File: config.mk
export PLATFORM = sky130hd
export DESIGN_NAME = spi_txn_arbiter_flat
export DESIGN_NICKNAME = d
export VERILOG_FILES = /design/src/rtl/spi_txn_arbiter_if.sv /design/src/rtl/spi_txn_arbiter.sv /design/src/flat_wrapper.sv
export SDC_FILE = /design/constraint.sdc
export NUM_CORES = 1
export LEC_CHECK = 0
export CORE_UTILIZATION = 37
export CTS_CLUSTER_SIZE = 24
export DETAILED_ROUTE_END_ITERATION = 8
export DONT_BUFFER_PORTS = 1
export SLEW_MARGIN = 10
export SYNTH_ARGS = -nofsm -noshare
export SYNTH_HDL_FRONTEND = slang
export SYNTH_SLANG_ARGS = --single-unit
File: constraint.sdc
create_clock -name clk40M -period 1.92 [get_ports clk40M]
set_clock_uncertainty 0.2 [all_clocks]
set_input_delay 0.384 -clock clk40M [delete_from_list [all_inputs] [get_ports clk40M]]
set_output_delay 0.384 -clock clk40M [all_outputs]
set_load 0.01 [all_outputs]
File: src/rtl/spi_txn_arbiter_if.sv
// Requester and SPI byte-master signals shared by spi_txn_arbiter.
// The slave modport is the arbiter's view; the master modport drives it.
interface spi_txn_arbiter_if #(
    parameter int NUM_REQ = 2,
    parameter int DLY_W   = 16
);
    logic [NUM_REQ-1:0]       req_valid;
    logic [NUM_REQ*16-1:0]    req_addr;
    logic [NUM_REQ*16-1:0]    req_data;
    logic [NUM_REQ*DLY_W-1:0] req_delay;
    logic [NUM_REQ-1:0]       req_ready;
    logic [NUM_REQ-1:0]       done;
    logic                     busy;
    logic [7:0]               spi_tx_byte;
    logic                     spi_tx_dv;
    logic                     spi_tx_ready;

    modport slave (
        input  req_valid, req_addr, req_data, req_delay, spi_tx_ready,
        output req_ready, done, busy, spi_tx_byte, spi_tx_dv
    );

    modport master (
        output req_valid, req_addr, req_data, req_delay, spi_tx_ready,
        input  req_ready, done, busy, spi_tx_byte, spi_tx_dv
    );
endinterface

File: src/rtl/spi_txn_arbiter.sv
// Round-robin arbiter that serializes 16-bit addr/data register writes
// as four bytes onto a single SPI byte master, with optional hold-off.
module spi_txn_arbiter #(
    parameter int NUM_REQ = 2,
    parameter int DLY_W   = 16
) (
    input logic clk40M,
    input logic rst,
    spi_txn_arbiter_if.slave bus
);
    localparam int GW = $clog2(NUM_REQ);

    localparam logic [1:0] IDLE  = 2'd0;
    localparam logic [1:0] WAIT  = 2'd1;
    localparam logic [1:0] DELAY = 2'd2;

    logic [1:0]       state;
    logic [GW-1:0]    last;
    logic [GW-1:0]    gnt;
    logic [GW-1:0]    winner;
    logic [GW-1:0]    pos;
    logic             winValid;
    logic             readyQ;
    logic             rdyEdge;
    logic [1:0]       idx;
    logic [15:0]      addrQ;
    logic [15:0]      dataQ;
    logic [DLY_W-1:0] dlyQ;
    logic [DLY_W-1:0] cnt;
    logic [7:0]       nextByte;

    logic [15:0]      addrArr [NUM_REQ];
    logic [15:0]      dataArr [NUM_REQ];
    logic [DLY_W-1:0] dlyArr  [NUM_REQ];

    for (genvar i = 0; i < NUM_REQ; i++) begin : gSlice
        assign addrArr[i] = bus.req_addr[16*i +: 16];
        assign dataArr[i] = bus.req_data[16*i +: 16];
        assign dlyArr[i]  = bus.req_delay[DLY_W*i +: DLY_W];
    end

    assign rdyEdge = bus.spi_tx_ready & ~readyQ;

    // Scan upward from last+1 with wrap; first valid hit wins.
    always_comb begin
        winner   = last;
        winValid = 1'b0;
        pos      = '0;
        for (int k = 1; k <= NUM_REQ; k++) begin
            pos = GW'((int'(last) + k) % NUM_REQ);
            if (!winValid && bus.req_valid[pos]) begin
                winValid = 1'b1;
                winner   = pos;
            end
        end
    end

    always_comb begin
        unique case (idx)
            2'd0:    nextByte = addrQ[15:8];
            2'd1:    nextByte = dataQ[7:0];
            default: nextByte = dataQ[15:8];
        endcase
    end

    always_ff @(posedge clk40M) begin
        if (rst) begin
            state           <= IDLE;
            last            <= GW'(NUM_REQ - 1);
            gnt             <= '0;
            readyQ          <= 1'b1;
            idx             <= '0;
            cnt             <= '0;
            addrQ           <= '0;
            dataQ           <= '0;
            dlyQ            <= '0;
            bus.req_ready   <= '0;
            bus.done        <= '0;
            bus.busy        <= 1'b0;
            bus.spi_tx_byte <= '0;
            bus.spi_tx_dv   <= 1'b0;
        end else begin
            readyQ        <= bus.spi_tx_ready;
            bus.req_ready <= '0;
            bus.done      <= '0;
            bus.spi_tx_dv <= 1'b0;
            unique case (state)
                IDLE: begin
                    if (winValid && bus.spi_tx_ready) begin
                        gnt                   <= winner;
                        last                  <= winner;
                        addrQ                 <= addrArr[winner];
                        dataQ                 <= dataArr[winner];
                        dlyQ                  <= dlyArr[winner];
                        bus.req_ready[winner] <= 1'b1;
                        bus.spi_tx_dv         <= 1'b1;
                        bus.spi_tx_byte       <= addrArr[winner][7:0];
                        bus.busy              <= 1'b1;
                        idx                   <= '0;
                        state                 <= WAIT;
                    end
                end
                WAIT: begin
                    if (rdyEdge) begin
                        if (idx != 2'd3) begin
                            bus.spi_tx_dv   <= 1'b1;
                            bus.spi_tx_byte <= nextByte;
                            idx             <= idx + 2'd1;
                        end else if (dlyQ == '0) begin
                            bus.done[gnt] <= 1'b1;
                            bus.busy      <= 1'b0;
                            state         <= IDLE;
                        end else begin
                            cnt   <= dlyQ;
                            state <= DELAY;
                        end
                    end
                end
                DELAY: begin
                    cnt <= cnt - DLY_W'(1);
                    if (cnt == DLY_W'(1)) begin
                        bus.done[gnt] <= 1'b1;
                        bus.busy      <= 1'b0;
                        state         <= IDLE;
                    end
                end
                default: begin
                    bus.busy <= 1'b0;
                    state    <= IDLE;
                end
            endcase
        end
    end
endmodule

File: src/flat_wrapper.sv
// flat-port wrapper written by rule: the top's interface ports become plain ports
module spi_txn_arbiter_flat 
#(
    parameter int NUM_REQ = 2,
    parameter int DLY_W   = 16
)
  (clk40M, rst, bus_req_valid, bus_req_addr, bus_req_data, bus_req_delay, bus_spi_tx_ready, bus_req_ready, bus_done, bus_busy, bus_spi_tx_byte, bus_spi_tx_dv);
  spi_txn_arbiter_if #(.NUM_REQ(NUM_REQ), .DLY_W(DLY_W)) bus_i ();
  input logic clk40M;
  input logic rst;
  input wire logic [$bits(bus_i.req_valid)-1:0] bus_req_valid;
  input wire logic [$bits(bus_i.req_addr)-1:0] bus_req_addr;
  input wire logic [$bits(bus_i.req_data)-1:0] bus_req_data;
  input wire logic [$bits(bus_i.req_delay)-1:0] bus_req_delay;
  input wire logic [$bits(bus_i.spi_tx_ready)-1:0] bus_spi_tx_ready;
  output wire logic [$bits(bus_i.req_ready)-1:0] bus_req_ready;
  output wire logic [$bits(bus_i.done)-1:0] bus_done;
  output wire logic [$bits(bus_i.busy)-1:0] bus_busy;
  output wire logic [$bits(bus_i.spi_tx_byte)-1:0] bus_spi_tx_byte;
  output wire logic [$bits(bus_i.spi_tx_dv)-1:0] bus_spi_tx_dv;
  assign bus_i.req_valid = bus_req_valid;
  assign bus_i.req_addr = bus_req_addr;
  assign bus_i.req_data = bus_req_data;
  assign bus_i.req_delay = bus_req_delay;
  assign bus_i.spi_tx_ready = bus_spi_tx_ready;
  assign bus_req_ready = bus_i.req_ready;
  assign bus_done = bus_i.done;
  assign bus_busy = bus_i.busy;
  assign bus_spi_tx_byte = bus_i.spi_tx_byte;
  assign bus_spi_tx_dv = bus_i.spi_tx_dv;
  spi_txn_arbiter #(.NUM_REQ(NUM_REQ), .DLY_W(DLY_W)) u_core (.clk40M(clk40M), .rst(rst), .bus(bus_i));
endmodule
# Yosys cells after proc, flatten, opt, wreduce, memory -nomap -nowiden
# Index checks and enable logic that the tools add are counted.
classes:
  n_lt_le_gt_ge: 7
  n_eq_ne: 12
  n_addsub: 4
  n_bitwise: 5
  n_reduce_logical: 16
  muxes: 55
ops:
  columns: ["op", "n"]
  rows:
  - ["16-bit two-way mux", 12]
  - ["16-bit one-hot mux with 2 select lines", 1]
  - ["8-bit one-hot mux with 2 select lines", 2]
  - ["2-bit two-way mux", 12]
  - ["8-bit two-way mux", 3]
  - ["1-bit two-way mux", 18]
  - ["16-bit by 1-bit equality test with 1-bit output, second input constant", 1]
  - ["16-bit zero test", 1]
  - ["16-bit by 1-bit subtractor with 16-bit output, second input constant", 1]
  - ["4-bit AND reduction", 3]
  - ["2-bit by 1-bit != test with 1-bit output, second input constant", 5]
  - ["1-bit by 2-bit < comparator with 1-bit output, second input constant", 4]
  - ["2-bit one-hot mux with 2 select lines", 2]
  - ["2-bit != test, second input constant", 3]
  - ["2-bit one-hot mux with 3 select lines", 1]
  - ["5-bit AND reduction", 1]
  - ["2-bit by 1-bit equality test with 1-bit output, second input constant", 2]
  - ["1-bit logical AND", 4]
  - ["2-bit zero test", 2]
  - ["2-bit nonzero test", 2]
  - ["1-bit NOT", 3]
  - ["1-bit one-hot mux with 3 select lines", 1]
  - ["3-bit OR reduction", 1]
  - ["1-bit adder, second input constant", 2]
  - ["other kinds (10)", 12]
word_totals:
  register_bits: 85
  elab_cells: 113
  input_bits: 101

# Logic depth before layout (Yosys ltp)
depth:
  depth_word: 13
  depth_mapped: 10

# Worst setup path after synthesis
# No wires, ideal clock.
synth_path:
  path_type: "register to register"
  from: "register u_core.cnt[0]"
  to: "register u_core.cnt[14]"
  setup_time_ns: 0.132
  required_time_ns: 1.588
  synth_period_minus_slack_ns: 2.021
  arrival_time_ns: 1.688
  stages_incl_launch_ff: 10
  setup_slack_ns: -0.101
  path_cell_list: "dfxtp_1 buf_6 inv_1 ha_1 or3b_2 buf_2 nor3_4 a21oi_1 o21ai_0 a21oi_1"
synth_between:
  elab_chain_cells: 2
synth_rtl:
  columns: ["element", "line_no", "rtl"]
  rows:
  - ["from (decl)", "spi_txn_arbiter.sv:29", "logic [DLY_W-1:0] cnt;"]
  - ["from (signal assigned)", "spi_txn_arbiter.sv:114", "cnt <= dlyQ;"]
  - ["from (signal assigned)", "spi_txn_arbiter.sv:120", "cnt <= cnt - DLY_W'(1);"]
  - ["16-bit by 1-bit subtractor with 16-bit output", "spi_txn_arbiter.sv:120", null]
  - ["16-bit one-hot mux with 2 select lines", "spi_txn_arbiter.sv:87", "unique case (state)"]
# No other way between the ends.
# A chain may end at the register's enable or synchronous reset.

# Final worst setup path
# Ends and elaborated chain as after synthesis.

==> impl_metrics.csv <==
group,metric,value,unit
timing,grt_setup_unrepaired,"true",
placement,post-dp-hpwl,7320,µm
run_status,violations,"hold timing",
power_and_ir_drop,powerDensity,1210,mW/mm²
timing,setup_viol_count_final,0,
logic_synthesis,netlist_area,0.00412,mm²
timing,hold_violations,74,
floorplan,die_h,108,µm
worst_setup_path,worstReg2RegStart,"u_core.cnt[0]",
placement,gp_congestion,0.810,
worst_setup_path,end_kind,"flip-flop",
power_and_ir_drop,p_total,5900,µW
logic_synthesis,synth-edff-count,0,
logic_synthesis,synth_flop_cell,"dfxtp_1",
worst_setup_path,r2r_slack,0.006,ns
logic_synthesis,synth_fp_nets,581,
worst_setup_path,crit_slowest_cell,"or3b_4",
routing,postRouteWirelength,10800,µm
logic_synthesis,netlist-cell-type-count,56,
global_routing,grt_max_degree,81,
logic_synthesis,synth-warning-count,0,
layout,fin_nets,603,
floorplan,ios,115,
logic_synthesis,ys_seq_elements,77,
worst_setup_path,r2r-end,"u_core.cnt[14]",
routing,firstDrtPassIters,4,
global_routing,grt_pass1_wl,16300,µm
worst_setup_path,required,2.01,ns
timing,worst_slew_pin_slew,0.709,ns
timing,drv_slew,0,
clock_tree,root_buffer,"clkbuf_8",
flow_run,cap_violations,0,
power_and_ir_drop,vdd_ir_drop_max,517,µV
placement,portBuffers,0,
worst_setup_path,start_kind,"flip-flop",
floorplan,initial_utilization,38.0,%
worst_setup_path,crit_start,"u_core.cnt[0]",
layout,layout_common_cells,"dfxtp_1 (74), nor2_1 (61), mux2i_1 (43), buf_4 (40), a211oi_1 (39)",
layout,multi_input_area,0.00246,mm²
timing,holdWs,-0.112,ns
layout,antenna_cells,0,
run_status,outcome,"finished, violations left",
layout,final_common_cell,"dfxtp_1",
timing,fin_crit_sh,99.7,%
worst_setup_path,crit_path_cell_trace,"inv_2 -> ha_4 -> or3b_4 -> nor3_4 -> and3_1 -> o21ai_1 -> a21oi_1",
clock_tree,cts-htree-levels,3,
floorplan,floorplan.rows,38,
timing,slew_headroom,52.4,%
clock_tree,cts_buffers,9,
routing,via_per_inst,5.55,
layout,regArea,0.00155,mm²
logic_synthesis,synthCells,472,
routing,initialDrtViolationCount,194,
clock_tree,cts_hold_buf,2,
timing,period_needed,1.91,ns
logic_synthesis,syn_avg_cell_area,8.73,µm²
worst_setup_path,r2r_cells,7,
clock_tree,worstSkewPairLatency,0.36,ns
worst_hold_path,min_path_type,"primary input to flip-flop",
logic_synthesis,seq_area_frac_synth,37.4,%
routing,wl_per_cell,17.0,µm
clock_tree,cts_tree,"done",
layout,final_core_util,44.8,%
clock_tree,cts.clk_slew.worst_paths,0.08,ns
clock_tree,clockBufferDepth,2,
routing,drc_errors,0,
layout,nFillCells,1085,
routing,antenna_left,0,
global_routing,grt_remaining_overflow,0,
worst_setup_path,endpoint,"u_core.cnt[14]",
worst_setup_path,cp_data_arrival_time,2.01,ns
clock_tree,cts.sinks,77,
worst_setup_path,critPathMaxStageDelay,0.41,ns
floorplan,dieWidth,108,µm
timing,max_freq,522,MHz
global_routing,antenna_found_initial,0,
worst_setup_path,worst-path-max-fanout,6,
layout,synthToLayoutAreaGrowth,17.9,%
floorplan,dieArea,0.0116,mm²
layout,drive_gt1_share,22.3,%
global_routing,grt_pass1_vias,3250,
floorplan,coreArea,0.0108,mm²
logic_synthesis,synthArstFlopShare,0,%
routing,via_count,3543,
worst_setup_path,path_class,"flip-flop to flip-flop",
global_routing,grt_usage,18.4,%
power_and_ir_drop,p_leak,0.00184,µW
==> timing repair <==
action	in CTS	in global routing
gates cloned	0	3
pin swaps	1	9
endpoints found under the hold margin	75	74
setup buffers	0	5
setup endpoints to repair	25	64
gates resized for setup	8	19
==> per-stage QoR <==
stage	area [µm²]	setup WS (ns)	std cells	TNS, ns
floorplan	4140	-0.0119	472	-0.0119
global placement	4460	-0.133	613	-1.12
detailed placement	4460	-0.106	613	-0.664
CTS	4690	-0.00162	630	-0.00162
global route	4860	-0.0893	638	-0.919
finish	4860	0.00587	638	0
==> worst max-delay path: cells and delay by family, from the launching register on <==
family          cells  cell delay (ns)
compound gates      2             0.20
simple gates        3             0.89
fa+ha+maj           1             0.13
buf+inv             1             0.07
flops               1             0.37
==> flip-flops by register name, indices dropped and copies added (netlist names), 8 cells and up <==
signal and count:
u_core.cnt 16, u_core.dataQ 16, u_core.dlyQ 16, u_core.addrQ 8, u_core.bus.spi_tx_byte 8
==> cell families after synthesis <==
group                      count (synthesis)  share of synthesized area (%)
and+or+nand+nor                          152                           18.4
AOI/OAI and AO/OA                        131                           21.7
DFF                                       77                           37.4
muxes                                     55                           13.7
buffers and inverters                     49                           6.31
adders and majority gates                  8                           2.43
==> synth_stat cells, drive strengths merged (5+ instances only) <==
cell,instances,share of area (%)
nand3,8,0.97
and3,5,0.76
inv,10,0.91
mux2i,44,11
a21oi,33,4.3
nor2b,9,1.4
nand2,29,2.6
ha,8,2.4
buf,12,2.0
a22oi,10,1.8
a211oi,40,7.3
o211ai,10,1.9
mux2,11,3.0
clkbuf,27,3.4
o21ai,21,2.6
dfxtp,77,37
nor2,62,5.6
nor4,7,1.1
nor3,14,2.5
==> worst min path at each step <==
stage                       start               to  slack (ns)  depth (start not counted)
floorplan           u_core.cnt[6]    u_core.cnt[6]        0.25                          2
global placement              rst    u_core.cnt[9]        0.26                          1
detailed placement            rst  u_core.dlyQ[14]        0.27                          1
CTS                           rst    u_core.cnt[8]       -0.13                          1
global route                  rst   u_core.cnt[10]       -0.14                          1
finish                        rst   u_core.cnt[10]       -0.11                          1
==> final cells by class <==
| cell class | count | share of cell area [%] |
|---|---|---|
| Tap cell | 140 | 3.60 |
| Inverter | 10 | 0.772 |
| Sequential cell | 77 | 31.8 |
| Clock buffer | 14 | 3.55 |
| Timing Repair Buffer | 49 | 9.50 |
| Multi-Input combinational cell | 347 | 50.6 |
| Clock inverter | 1 | 0.103 |
==> per-layer routing <==
layer / vias up / GRT usage [%] / wire, µm
li1: 1765 / - / -
met1: 1650 / 22.5 / 4750
met2: 112 / 31.1 / 5330
met3: 16 / 3.09 / 485
met4: 0 / 9.59 / 261
met5: - / 0 / 0
==> where the power goes <==
group	internal [µW]	switching, µW	total [µW]
logic	1190	1370	2560
clock network	568	585	1150
registers	1920	266	2180
(Power assumes the default switching activity.)
